--- src/rtl/io_port_unit.sv ---
`default_nettype none
// ============================================================================
// io_port_unit : execute-stage responder for in/out instructions; serialises
// out words into tx bytes and assembles rx bytes into in results.
// Revision 1.0
// ============================================================================
module io_port_unit #(
  parameter int XLEN  = 32,
  parameter int CNT_W = 32
) (
  input  logic             clk,
  input  logic             rstn,
  input  logic             out_issued,
  input  logic             in_issued,
  input  logic             size_word,
  input  logic [XLEN-1:0]  out_data,
  output logic [7:0]       tx_data,
  output logic             tx_valid,
  input  logic             tx_ready,
  input  logic [7:0]       rx_data,
  input  logic             rx_valid,
  output logic             rx_ready,
  output logic             stall,
  output logic             in_done,
  output logic [XLEN-1:0]  in_data,
  output logic [CNT_W-1:0] tx_bytes,
  output logic [CNT_W-1:0] rx_bytes
);

  typedef enum logic [1:0] {
    IDLE = 2'd0,
    TX   = 2'd1,
    RX   = 2'd2
  } state_e;

  state_e           state_q;
  logic [1:0]       cnt_q;
  logic [XLEN-1:0]  sh_q;
  logic [XLEN-1:0]  rxbuf_q;
  logic             size_word_q;
  logic [CNT_W-1:0] tx_bytes_q;
  logic [CNT_W-1:0] rx_bytes_q;

  logic w_last;
  logic w_tx_fire;
  logic w_rx_fire;

  assign w_last    = (cnt_q == (size_word_q ? 2'd3 : 2'd0));
  assign w_tx_fire = (state_q == TX) && tx_ready;
  assign w_rx_fire = (state_q == RX) && rx_valid;

  assign tx_valid = (state_q == TX);
  assign tx_data  = sh_q[7:0];
  assign rx_ready = (state_q == RX);
  assign tx_bytes = tx_bytes_q;
  assign rx_bytes = rx_bytes_q;

  // Final rx byte goes straight to writeback so the result is seen at the retiring edge.
  assign in_done = w_rx_fire && w_last;

  always_comb begin
    in_data = '0;
    if (in_done) begin
      if (size_word_q) begin
        in_data = {rx_data, rxbuf_q[23:0]};
      end else begin
        in_data = {{(XLEN-8){1'b0}}, rx_data};
      end
    end
  end

  always_comb begin
    stall = 1'b0;
    case (state_q)
      IDLE:    stall = out_issued || in_issued;
      TX:      stall = !(w_tx_fire && w_last);
      RX:      stall = !(w_rx_fire && w_last);
      default: stall = 1'b0;
    endcase
  end

  always_ff @(posedge clk) begin
    if (!rstn) begin
      state_q     <= IDLE;
      cnt_q       <= 2'd0;
      sh_q        <= '0;
      rxbuf_q     <= '0;
      size_word_q <= 1'b0;
      tx_bytes_q  <= '0;
      rx_bytes_q  <= '0;
    end else begin
      case (state_q)
        IDLE: begin
          // out has priority if decode ever flags both
          if (out_issued) begin
            sh_q        <= out_data;
            size_word_q <= size_word;
            cnt_q       <= 2'd0;
            state_q     <= TX;
          end else if (in_issued) begin
            rxbuf_q     <= '0;
            size_word_q <= size_word;
            cnt_q       <= 2'd0;
            state_q     <= RX;
          end
        end
        TX: begin
          if (w_tx_fire) begin
            tx_bytes_q <= tx_bytes_q + CNT_W'(1);
            if (w_last) begin
              state_q <= IDLE;
            end else begin
              sh_q  <= sh_q >> 8;
              cnt_q <= cnt_q + 2'd1;
            end
          end
        end
        RX: begin
          if (w_rx_fire) begin
            rx_bytes_q <= rx_bytes_q + CNT_W'(1);
            if (w_last) begin
              state_q <= IDLE;
            end else begin
              rxbuf_q[8*cnt_q +: 8] <= rx_data;
              cnt_q                 <= cnt_q + 2'd1;
            end
          end
        end
        default: state_q <= IDLE;
      endcase
    end
  end

endmodule
`default_nettype wire

--- config.mk ---
export PLATFORM = sky130hd
export DESIGN_NAME = io_port_unit
export DESIGN_NICKNAME = d
export VERILOG_FILES = /design/src/rtl/io_port_unit.sv
export SDC_FILE = /design/constraint.sdc
export NUM_CORES = 1
export LEC_CHECK = 0
export CORE_UTILIZATION = 61
export DETAILED_ROUTE_END_ITERATION = 16
export DONT_BUFFER_PORTS = 1
export PLACE_DENSITY = 0.84
export SLEW_MARGIN = 20
export SYNTH_ARGS = -nofsm -noshare
export SYNTH_HDL_FRONTEND = slang
export SYNTH_SLANG_ARGS = --single-unit
--- constraint.sdc ---
create_clock -name clk -period 3.1 [get_ports clk]
set_input_delay 0.62 -clock clk [delete_from_list [all_inputs] [get_ports clk]]
set_output_delay 0.62 -clock clk [all_outputs]
set_load 0.02 [all_outputs]
==> results of run 1 <==
-- per-layer routing --
layer / global-route usage, % / wire length (microns) / vias up
li1: - / - / 2475
met1: 33.2 / 5840 / 2492
met2: 49.5 / 7300 / 215
met3: 9.18 / 1120 / 23
met4: 10.0 / 220 / 0
met5: 0 / 0 / -
-- final cells by class --
class	count	area [sq um]	share of cell area, %
tap	129	161	2.43
clock buffer	17	414	6.24
clock inverter	15	211	3.19
sequential	125	2500	37.7
timing repair buffer	12	90.1	1.36
inverter	20	75.1	1.13
multi-input combinational	472	3180	47.9
-- flip-flops by register name (all words and copies together), names as in the netlist --
| signal | cells |
|---|---|
| cnt_q | 2 |
| rx_bytes | 32 |
| rxbuf_q | 24 |
| sh_q | 32 |
| size_word_q | 1 |
| state_q | 2 |
| tx_bytes | 32 |
-- placed cells by master, fill, tap and decap left out, types with 5 or more instances in the layout --
| master | netlist | layout |
|---|---|---|
| a21oi_1 | 40 | 40 |
| a22o_1 | 16 | 16 |
| and3_1 | 32 | 32 |
| and4_1 | 8 | 8 |
| buf_4 | 8 | 12 |
| clkbuf_16 | 0 | 16 |
| dfxtp_1 | 125 | 125 |
| ha_1 | 11 | 10 |
| inv_1 | 19 | 18 |
| inv_6 | 0 | 5 |
| mux2i_1 | 18 | 18 |
| nand2_1 | 58 | 58 |
| nand2b_1 | 7 | 7 |
| nand3_1 | 21 | 21 |
| nand4_1 | 17 | 17 |
| nor2_1 | 36 | 35 |
| nor3_1 | 10 | 10 |
| o21a_1 | 6 | 6 |
| o21ai_0 | 23 | 23 |
| o221a_2 | 24 | 24 |
| o22a_1 | 23 | 23 |
| o31ai_1 | 24 | 24 |
| or3_1 | 15 | 15 |
| or4_1 | 25 | 25 |
| xnor2_1 | 10 | 10 |
| xor2_1 | 12 | 12 |
-- metrics by stage --
step           hold WS, ps  instances
6_report               215        790
5_1_grt                209        790
4_1_cts                198        790
3_5_place_dp           452        758
3_3_place_gp           440        758
2_1_floorplan          430        675
-- critical path: cells and delay by family, from the launching register on --
kind                   cells  cell delay, ps
AOI/OAI and AO/OA          1             330
buffers and inverters      1             260
DFF                        1             370
and+or+nand+nor            2             820
-- worst max path at each step --
stage,cells after the start,endpoint,slack [ps],from
3_3_place_gp,6,tx_bytes[28],470,state_q[1]
5_1_grt,6,in_data[12],60,state_q[0]
2_1_floorplan,8,in_data[22],390,size_word_q
6_report,4,in_data[23],190,cnt_q[0]
4_1_cts,6,in_data[26],50,state_q[0]
3_5_place_dp,6,in_data[26],370,state_q[0]
-- power groups by stage --
stage	Combinational [mW]	Clock, mW	Sequential (mW)
final	0.604	2.10	1.81
after global routing	0.664	2.20	1.83
after CTS	0.599	2.13	1.81
after detailed placement	0.590	0	1.84
after global placement	0.571	0	1.84
after floorplan	0.563	0	1.79
-- kinds of logic (layout without fill, tap and decap cells) --
kind of cell | count (synthesis) | in the layout
AND/OR/NAND/NOR | 248 | 248
AO/OA/AOI/OAI | 173 | 173
flip-flops | 125 | 125
buffers and inverters | 78 | 64
XOR/XNOR | 22 | 22
multiplexers | 18 | 18
adder cells (fa/ha/maj) | 11 | 11
==> results.toml, run 1 <==
[clocking]
cts_root_buf = "clkbuf_8"
cts_inserted_buffers = 17
clk_latency_ps = 520
htree_levels = 4
cts_resized = 1
cts.clk_slew.worst_paths_ps = 60
max-clock-path-buffers = 2
cts.sinks = 125
post_cts_buffers = 0
tritoncts = "done"
ctsHoldBuffers = 0

[synthesis]
synth_area_per_cell_sq_um = 8.89
synth_edf_count = 0
synth-seq-cells = 125
yosys.area.top_type = "dfxtp_1"
yosys.area_share.simple_pct = 22.8
synth_mux_area_share_pct = 3.00
mappedNetlistNets = 733
syn_area_sq_mm = 0.00600
seq_area_frac_synth_pct = 41.7
yosysMostFrequentCell = "dfxtp_1"
synth-xor-area-share_pct = 3.21
synthAdderAreaFrac_pct = 2.29
synthFlopType = "dfxtp_1"
synth_cell_type_count = 45
synthTopCellsByCount = "125 x dfxtp_1, 58 x nand2_1, 43 x clkbuf_1, 40 x a21oi_1, 36 x nor2_1"
ys_warn_count = 0
synth_top_area_share_pct = 41.7
synth_compound_area_share_pct = 21.5
synthTopCellsByArea = "dfxtp_1 42%, o221a_2 4.5%, nand2_1 3.6%, o22a_1 3.4%, a21oi_1 3.3%"
synth_top_family_by_area = "simple AND/OR/NAND/NOR gates"
netlist_instances = 675
ys_async_sr_fraction_pct = 0

[sta]
max_freq_mhz = 343
hold_viol = 0
fin_setup_tns_ps = 0
fin_skew_ps = 11.0
period_needed_ps = 2910
post-route-worst-setup-slack_ps = 188
period_share_pct = 93.9
tightest_slew_ps = 928
relSlewSlack_pct = 37.6
slew_viol_final = 0
setup_viol = 0
rsz0062_at_grt = "no"

[worst_setup_path]
crit_fanout = 25
required_ps = 2480
crit_path_start_kind = "flop"
timing.rr.end = "tx_bytes[26]"
crit_type = "reg2out"
regToRegStartpoint = "state_q[1]"
reg2reg_slack_ps = 310
path_cells = "or3_1 > a21o_1 > inv_2 > and3_1"
arrival_ps = 2290
crit_path_top_delay_cell = "or3_1"
r2r_cells = 6
crit_path_end_kind = "primary output"
cpPeakStageDelay_ps = 490

[pwr]
swShare_pct = 27.1
seqPwrFrac_pct = 40.1
power_mw = 4.51
power.internal_mw = 3.29
power.leakage_nw = 2.36
comb_power_share_pct = 13.4
power-per-cell-area_mw_per_mm2 = 680
ir_worst_vdd_uv = 337
power.share.clock_pct = 46.5
netSwitchingPower_mw = 1.23

[floorplanning]
fp.dieH_microns = 101
die_width_microns = 101
rows = 35
ios = 155
dieArea_sq_mm = 0.0102
start_util_pct = 64.0
coreArea_sq_mm = 0.00937

[place]
placed_area_sq_mm = 0.00600
pre_cts_slack_ps = 366
gp_congestion = 0.860
dp.final_hpwl_microns = 9430
port_buffers = 0

[global_route]
grt.overflow.total = 0
antenna_found_initial = 0
grt_start_max_net_pins = 60
grt_pass1_vias = 5041
grt_pass1_wl_microns = 23200
grtUsageTotal_pct = 28.6

[routing]
dr_total_vias = 5205
first_pass_iters = 5
viasPerCell = 6.59
drt_wl_total_microns = 14500
routedWlPerCell_microns = 18.3
ant_nets = 0
drt_iter0_drc = 258
drc = 0

[hold_path]
hold_start = "out_data[29]"
hold_path_class = "in2reg"
hold_depth = 2
worstHoldEndpoint = "sh_q[29]"

[final_layout]
drive_above_1_share_pct = 11.5
areaGrowthSynthToFinish_pct = 10.6
fill_cells = 754
num_antenna_cells = 0
final_area_sq_mm = 0.00664
final_util_pct = 70.8
layout.nets = 706

[status]
status = "complete, no violations"

[job]
maxCapViolations = 0
(Power assumes the default switching activity.)
==> run 2: changes to the inputs <==
--- a/config.mk
+++ b/config.mk
@@ -6,6 +6,7 @@
 export NUM_CORES = 1
 export LEC_CHECK = 0
 export CORE_UTILIZATION = 61
+export CTS_BUF_LIST = sky130_fd_sc_hd__clkbuf_16
 export DETAILED_ROUTE_END_ITERATION = 16
 export DONT_BUFFER_PORTS = 1
 export PLACE_DENSITY = 0.84
==> run 2 against run 1 <==
Effect of this change:
- combinational power about the same
- count of clock-buffer cells in the layout unchanged
- total power up 0.85%
- flip-flop and latch count unchanged
- critical endpoint unchanged
- non-clock buffer count unchanged
- first-iteration DRC count down 12%
- clock power up 2%
- hold slack better by 110 ps
==> results.toml, run 2 (same netlist as run 1, synthesis figures left out) <==
[status]
status = "complete, no violations"

[clocking]
tritoncts = "done"
post_cts_buffers = 0
htree_levels = 4
max-clock-path-buffers = 2
clk_latency_ps = 410
ctsHoldBuffers = 0
cts_inserted_buffers = 17
cts.clk_slew.worst_paths_ps = 60
cts_root_buf = "clkbuf_16"
cts.sinks = 125

[routing]
viasPerCell = 6.58
drt_iter0_drc = 226
drt_wl_total_microns = 14500
dr_total_vias = 5195
routedWlPerCell_microns = 18.4
ant_nets = 0
drc = 0
first_pass_iters = 5

[final_layout]
layout.nets = 706
num_antenna_cells = 0
layout_commonest_cell = "dfxtp_1"
fill_cells = 753
areaGrowthSynthToFinish_pct = 10.6
drive_above_1_share_pct = 11.5
final_cell_mix = "125 x dfxtp_1, 58 x nand2_1, 40 x a21oi_1"

[global_route]
grt_start_max_net_pins = 60
grt.overflow.total = 0
antenna_found_initial = 0
grt_pass1_wl_microns = 23200
grtUsageTotal_pct = 28.6
grt_pass1_vias = 5041

[place]
gp_congestion = 0.860
dp.final_hpwl_microns = 9430
port_buffers = 0
pre_cts_slack_ps = 366

[sta]
max_freq_mhz = 340
period_share_pct = 95.0
period_needed_ps = 2940
slew_viol_final = 0
fin_skew_ps = 12.8
fin_setup_tns_ps = 0
post-route-worst-setup-slack_ps = 155
setup_viol = 0
hold_viol = 0
tightest_slew_ps = 934
rsz0062_at_grt = "no"
relSlewSlack_pct = 37.3

[worst_setup_path]
crit_path_start_kind = "flop"
required_ps = 2480
cpPeakStageDelay_ps = 430
crit_path_top_delay_cell = "ha_2"
crit_type = "reg2out"
regToRegStartpoint = "state_q[1]"
arrival_ps = 2320
cp_top_family = "simple AND/OR/NAND/NOR gates"
reg2reg_slack_ps = 330
timing.rr.end = "tx_bytes[28]"
crit_fanout = 25
r2r_cells = 6
crit_path_end_kind = "primary output"
path_cells = "inv_1 > ha_2 > nand2_1 > a21o_1 > inv_2 > and3_1"
path_buf_inv = 2

[floorplanning]
start_util_pct = 64.0
coreArea_sq_mm = 0.00937
die_width_microns = 101
rows = 35
fp.dieH_microns = 101
ios = 155
dieArea_sq_mm = 0.0102

[hold_path]
worstHoldEndpoint = "sh_q[29]"
hold_depth = 2
hold_path_class = "in2reg"
hold_start = "out_data[29]"

[pwr]
ir_worst_vdd_uv = 347
power-per-cell-area_mw_per_mm2 = 686
power.leakage_nw = 2.36

[job]
maxCapViolations = 0
[run 2: where the power goes]
| group | total [mW] | switching [mW] | internal (mW) |
|---|---|---|---|
| combinational | 0.602 | 0.349 | 0.253 |
| clock | 2.14 | 0.778 | 1.36 |
| sequential | 1.81 | 0.0999 | 1.71 |
| total | 4.55 | 1.23 | 3.33 |
[run 2: stage by stage]
stage,area (sq um),std cells,hold slack [ps],util [%],power (mW)
after global routing,6640,790,321,70.8,4.73
after floorplan,6000,675,430,-,2.35
after CTS,6640,790,312,70.8,4.58
after detailed placement,6000,758,452,64.0,2.43
after global placement,6000,758,440,64.0,2.41
final,6640,790,323,70.8,4.55
[run 2: per-layer routing]
metal  up-vias  global-route usage (%)  share of wire, %
met2       196                    49.5                50
met5         -                       0                 0
met4         0                    10.0               1.5
met3        21                    9.18               7.0
met1      2501                    33.2                41
li1       2477                       -                 -
[run 2: layout make-up]
cell class                 count  area, sq um  share of cell area [%]
clock buffer                  17          425                    6.41
clock inverter                15          211                    3.19
inverter                      20         75.1                    1.13
multi-input combinational    472         3170                    47.8
sequential                   125         2500                    37.7
tap                          129          161                    2.43
timing repair buffer          12         90.1                    1.36
[run 2: repair_timing]
action | 4_1_cts | 5_1_grt
setup endpoints to repair | 24 | 0
gates resized for setup | 1 | 0
endpoints found under the hold margin | 0 | 0
[run 2: worst max-delay path by stage]
| stage | from | cells past startpoint | slack, ps | endpoint |
|---|---|---|---|---|
| 4_1_cts | state_q[0] | 6 | 160 | in_data[26] |
| 3_3_place_gp | state_q[1] | 6 | 470 | tx_bytes[28] |
| 6_report | state_q[0] | 6 | 160 | in_data[23] |
| 5_1_grt | state_q[0] | 6 | 20 | in_data[12] |
| 3_5_place_dp | state_q[0] | 6 | 370 | in_data[26] |
| 2_1_floorplan | size_word_q | 8 | 390 | in_data[22] |
